**config.mk**
```make
export PLATFORM = sky130hd
export DESIGN_NAME = serial_subtractor_ctrl
export DESIGN_NICKNAME = d
export VERILOG_FILES = /design/src/rtl/serial_subtractor_ctrl.sv
export SDC_FILE = /design/constraint.sdc
export NUM_CORES = 1
export LEC_CHECK = 0
export ABC_AREA = 0
export BUFFER_PORTS_ARGS = -buffer_cell sky130_fd_sc_hd__buf_2
export CAP_MARGIN = 20
export CORE_UTILIZATION = 40
export CTS_CLUSTER_SIZE = 24
export DETAILED_ROUTE_END_ITERATION = 12
export GPL_TIMING_DRIVEN = 0
export MAX_ROUTING_LAYER = met4
export PLACE_DENSITY = 0.65
export SYNTH_ARGS = -nofsm -noshare
export SYNTH_HDL_FRONTEND = slang
export SYNTH_SLANG_ARGS = --single-unit
```
**constraint.sdc**
```tcl
create_clock -name clk_i -period 2.2 [get_ports clk_i]
set_clock_uncertainty 0.2 [all_clocks]
set_input_delay 0.44 -clock clk_i [delete_from_list [all_inputs] [get_ports clk_i]]
set_output_delay 0.44 -clock clk_i [all_outputs]
set_load 0.005 [all_outputs]
```
**src/rtl/serial_subtractor_ctrl.sv**
```systemverilog
// Bit-serial subtraction sequencer for an external combinational 1-bit full-subtractor cell.
// Operands are shifted out LSB-first; the cell's borrow is registered and fed back next bit.
module serial_subtractor_ctrl #(
    parameter int unsigned WIDTH = 8
) (
    input  logic             clk_i,
    input  logic             rst_i,
    input  logic             start_i,
    input  logic [WIDTH-1:0] a_in_i,
    input  logic [WIDTH-1:0] b_in_i,
    output logic             busy_o,
    output logic             done_o,
    output logic [WIDTH-1:0] diff_out_o,
    output logic             borrow_out_o,
    output logic             fs_a_o,
    output logic             fs_b_o,
    output logic             fs_cin_o,
    input  logic             fs_diff_i,
    input  logic             fs_borrow_i
);

    localparam int unsigned     CntW    = $clog2(WIDTH) + 1;
    localparam logic [CntW-1:0] LastCnt = CntW'(WIDTH - 1);

    typedef enum logic [1:0] {
        StIdle,
        StShift,
        StDone
    } state_e;

    state_e           state_q, state_d;
    logic [WIDTH-1:0] a_q, a_d;
    logic [WIDTH-1:0] b_q, b_d;
    logic [WIDTH-1:0] res_q, res_d;
    logic [WIDTH-1:0] diff_q, diff_d;
    logic             borrow_q, borrow_d;
    logic             bout_q, bout_d;
    logic [CntW-1:0]  cnt_q, cnt_d;

    always_comb begin
        state_d  = state_q;
        a_d      = a_q;
        b_d      = b_q;
        res_d    = res_q;
        diff_d   = diff_q;
        borrow_d = borrow_q;
        bout_d   = bout_q;
        cnt_d    = cnt_q;
        busy_o   = 1'b0;
        done_o   = 1'b0;
        fs_a_o   = 1'b0;
        fs_b_o   = 1'b0;
        fs_cin_o = 1'b0;

        unique case (state_q)
            StIdle: begin
                if (start_i) begin
                    state_d  = StShift;
                    a_d      = a_in_i;
                    b_d      = b_in_i;
                    borrow_d = 1'b0;
                    cnt_d    = '0;
                end
            end
            StShift: begin
                busy_o   = 1'b1;
                fs_a_o   = a_q[0];
                fs_b_o   = b_q[0];
                fs_cin_o = borrow_q;
                // Difference bits enter at the MSB so the LSB lands in bit 0 after WIDTH shifts.
                res_d    = WIDTH'({fs_diff_i, res_q} >> 1);
                borrow_d = fs_borrow_i;
                a_d      = a_q >> 1;
                b_d      = b_q >> 1;
                if (cnt_q == LastCnt) begin
                    state_d = StDone;
                    diff_d  = res_d;
                    bout_d  = fs_borrow_i;
                end else begin
                    cnt_d = cnt_q + CntW'(1);
                end
            end
            StDone: begin
                busy_o  = 1'b1;
                done_o  = 1'b1;
                state_d = StIdle;
            end
            default: state_d = StIdle;
        endcase
    end

    always_ff @(posedge clk_i) begin
        if (rst_i) begin
            state_q  <= StIdle;
            a_q      <= '0;
            b_q      <= '0;
            res_q    <= '0;
            diff_q   <= '0;
            borrow_q <= 1'b0;
            bout_q   <= 1'b0;
            cnt_q    <= '0;
        end else begin
            state_q  <= state_d;
            a_q      <= a_d;
            b_q      <= b_d;
            res_q    <= res_d;
            diff_q   <= diff_d;
            borrow_q <= borrow_d;
            bout_q   <= bout_d;
            cnt_q    <= cnt_d;
        end
    end

    assign diff_out_o   = diff_q;
    assign borrow_out_o = bout_q;

endmodule

```
Word level (Yosys, flattened, before mapping)
Cells that the tools add are included.

cells by class
  add/subtract/negate cells = 1
  muxes and demuxes = 17
  reduce and logical (&&, ||, !) cells = 7
  equality and inequality tests = 6

operator list
  operator               number
  $pmux W8 S2            2
  $mux W8                2
  $mux W4                2
  $pmux W4 S2            1
  $mux W1                6
  $ne A2 B2 Y1 const B   3
  $reduce_and A2 Y1      3
  $add A4 B1 Y4 const B  1
  $eq A4 B3 Y1 const B   1
  $mux W2                2
  $pmux W2 S2            1
  $reduce_and A3 Y1      1
  $eq A2 B1 Y1 const B   1
  $eq A2 B2 Y1 const B   1
  $logic_not A2 Y1       1
  $pmux W1 S2            1
  $reduce_bool A2 Y1     1
  $reduce_or A2 Y1       1

storage, ports and cells
  flip-flop bits (word level) = 40

Depth between registers and ports, before layout
  depth after elaboration = 3
  mapped depth = 7

Worst setup path after synthesis
Ideal clock, no wire load.

  kind = register to output
  from = register state_q[1]
  to = output fs_a_o
  path slack = 0.383 ns
  buffers on the path = 2
  data arrival time = 1.177 ns
  cell stages (with the launch flop) = 6
  path through = dfxtp_1 inv_1 ha_1 buf_2 clkbuf_1 and2_1

on the way
  word-level cells in the longest chain between the ends = 2

ends and longest elaborated chain
  element                 RTL line  text
  from (decl)             31        state_e state_q, state_d;
  from (signal assigned)  94        state_q <= StIdle;
  from (signal assigned)  103       state_q <= state_d;
  $eq A2 B1 Y1            55        unique case (state_q)
  $mux W1                 55
  to (decl)               15        output logic fs_a_o,

Every way passes these cells.

Worst setup path after layout
  from = register state_q[1]
  to = output fs_cin_o

on the way
  word-level cells in the longest chain between the ends = 2

ends and longest elaborated chain
  element       RTL line  text
  $eq A2 B1 Y1  55
  $mux W1       55
  to (decl)     17        output logic fs_cin_o,

Every way passes these cells.

==> impl_metrics.toml <==
[power_and_ir_drop]
comb_power_share_pct = 26.6
power.internal_mw = 1.399
sw_frac_of_total_pct = 29.86
p_seq_share_pct = 42.4
p_per_area_nw_per_um2 = 989.0
clockPowerShare_pct = 31.0
power.switching_mw = 0.5956
leakage_nw = 0.8324
vdd_drop_max_mv = 0.6482

[yosys]
synth_edf_count = 0
synth_top_area_share_pct = 46.81
yosysMostFrequentCell = "dfxtp_1"
synth-seq-cells = 39
syn_nets = 208
yosysTopAreaCell = "dfxtp_1"
ys_async_sr_fraction_pct = 0
syn_inst = 182
synth_common_cells = "39 x dfxtp_1, 23 x mux2i_1, 23 x nor2_1"
ys_types = 26
syn_avg_cell_area_um2 = 9.164
synth_area_leaders = "dfxtp_1 47%, mux2i_1 14%, a211oi_1 6.3%, nor2_1 5.2%, a21oi_1 4.8%"
ys_warn_count = 0
seq_area_frac_synth_pct = 46.81
syn-cell-area_um2 = 1668
yosys_most_used_dff = "dfxtp_1"

[cts]
clock-sinks = 39
cts_max_level = 2
insertion_delay_ns = 0.29
cts_buffer_depth = 2
cts_tree = "done"
cts_setup_buffers = 0
cts_buffers = 5
path_clk_slew_ns = 0.07
cts-root-buf = "clkbuf_8"

[global_route]
first_global_vias = 1272
grt_max_degree = 20
grt_first_pass_wirelength_um = 5699
grt.total_usage_pct = 17.87
overflow = 0
grt_antenna_before_repair = 0

[die]
ios = 35
start_util_pct = 41.70
rows = 23
fp.coreArea_um2 = 4000
dieArea_um2 = 4432
die_h_um = 66.57
fp.dieW_um = 66.57

[final_layout]
drive_gt1_share_pct = 21.97
diodes = 0
final_nets = 248
syn_to_final_growth_pct = 20.93

[critical_path]
cp_max_fo = 19
worstPathRequired_ns = 1.56
arrival_ns = 1.42
crit_type = "reg2out"
worst_setup_path_start_kind = "register"
end_kind = "primary output"
r2r_slack_ns = 0.21

[routing]
remaining_drc_errors = 0
vias_per_cell = 5.136
wl_um = 3447
num_vias = 1402
wl_per_cell_um = 12.63
first_pass_iters = 4
ant_nets = 0
dr.first_iter.drc_count = 65

[timing]
setup_slack_ns = 0.1444
slew_violations = 0
relSlewSlack_pct = 58.72
worst_pin_slew_ns = 0.6020
finalCritPeriodShare_pct = 93.44
tns_ns = 0
rsz0062_at_grt = "false"
fmax_ghz = 0.4865
final-setup-viol-count = 0
hold_violations = 0
fin_crit_ns = 2.056

[placed_design]
dp_hpwl_um = 2474
port_buffers = 34
gp_congestion = 0.7567
pre_cts_ws_ns = 0.04980

[run]
max-cap-violations = 0

[worst_hold_path]
hold_class = "in2reg"

[status]
outcome = "finished, final reports clean"
-- cell usage in the layout (no fill, tap or decap), drive strengths merged, types with 5 or more instances in the layout --
cell	n
a21oi	16
ha	5
clkbuf	11
buf	40
a211oi	14
dfxtp	39
nand2	21
mux2i	23
nor2	23
-- state kept, by name (all words and copies together) (netlist names) --
name,flops
borrow_out_o,1
b_q,8
a_q,8
borrow_q,1
diff_out_o,8
cnt_q,4
state_q,2
res_q,7
-- kinds of logic (layout without fill, tap and decap cells) --
kind of cell | after synthesis | count (layout) | share of synthesized area [%]
compound gates | 35 | 35 | 12.90
fa+ha+maj | 5 | 5 | 3.751
buf+inv | 14 | 55 | 3.601
flops | 39 | 39 | 46.81
mux | 24 | 24 | 14.48
simple gates | 65 | 65 | 18.46
-- critical path, stage by stage (launching register included) --
cell and delay (ns):
dfxtp_1 0.34, inv_1 0.09, ha_1 0.20, buf_4 0.20, and2_1 0.17, buf_2 0.12
-- final timing paths --
path                       from            end  cells past startpoint
hold / removal        fs_diff_i  diff_out_o[7]                      3
setup reg to reg     state_q[1]         a_q[4]                      6
hold reg to reg   diff_out_o[4]  diff_out_o[4]                      2
setup / recovery     state_q[1]       fs_cin_o                      5
-- power by group through the flow --
stage	Sequential [mW]	Combinational, mW	Clock [mW]
4_1_cts	0.847	0.531	0.632
3_3_place_gp	0.862	0.532	0
3_5_place_dp	0.864	0.536	0
5_1_grt	0.860	0.592	0.662
6_report	0.846	0.530	0.618
2_1_floorplan	0.849	0.420	0
-- final cells by class --
cell class | count | area, µm²
clock buffer | 6 | 82.58
multi-input combinational | 129 | 827.0
sequential | 39 | 780.7
fill | 395 | 1983
tap | 50 | 62.56
clock inverter | 2 | 35.03
timing repair buffer | 34 | 170.2
buffer | 11 | 51.30
inverter | 2 | 7.507
-- stage by stage --
step / hold slack, ns / power (mW) / util (%) / area (µm²) / cells
after floorplan: 0.2312 / 1.269 / - / 1668 / 182
after global placement: 0.2441 / 1.394 / 47.51 / 1901 / 266
after detailed placement: 0.2446 / 1.400 / 47.51 / 1901 / 266
after CTS: 0.1931 / 2.011 / 50.36 / 2014 / 273
after global routing: 0.2010 / 2.113 / 50.42 / 2017 / 273
final: 0.1974 / 1.995 / 50.42 / 2017 / 273
-- routing by layer --
| layer | vias up | share of wire, % | GRT usage, % |
|---|---|---|---|
| met5 | - | 0 | - |
| met4 | 0 | 1.0 | 6.915 |
| met3 | 4 | 5.0 | 5.137 |
| met2 | 36 | 45 | 26.01 |
| met1 | 645 | 48 | 23.24 |
| li1 | 717 | - | - |
-- repair_timing --
item	CTS	global route
endpoints found under the setup margin	3	11
gates resized for setup	0	2
cloned	0	0
hold buffers	0	0
(Power assumes the default switching activity.)
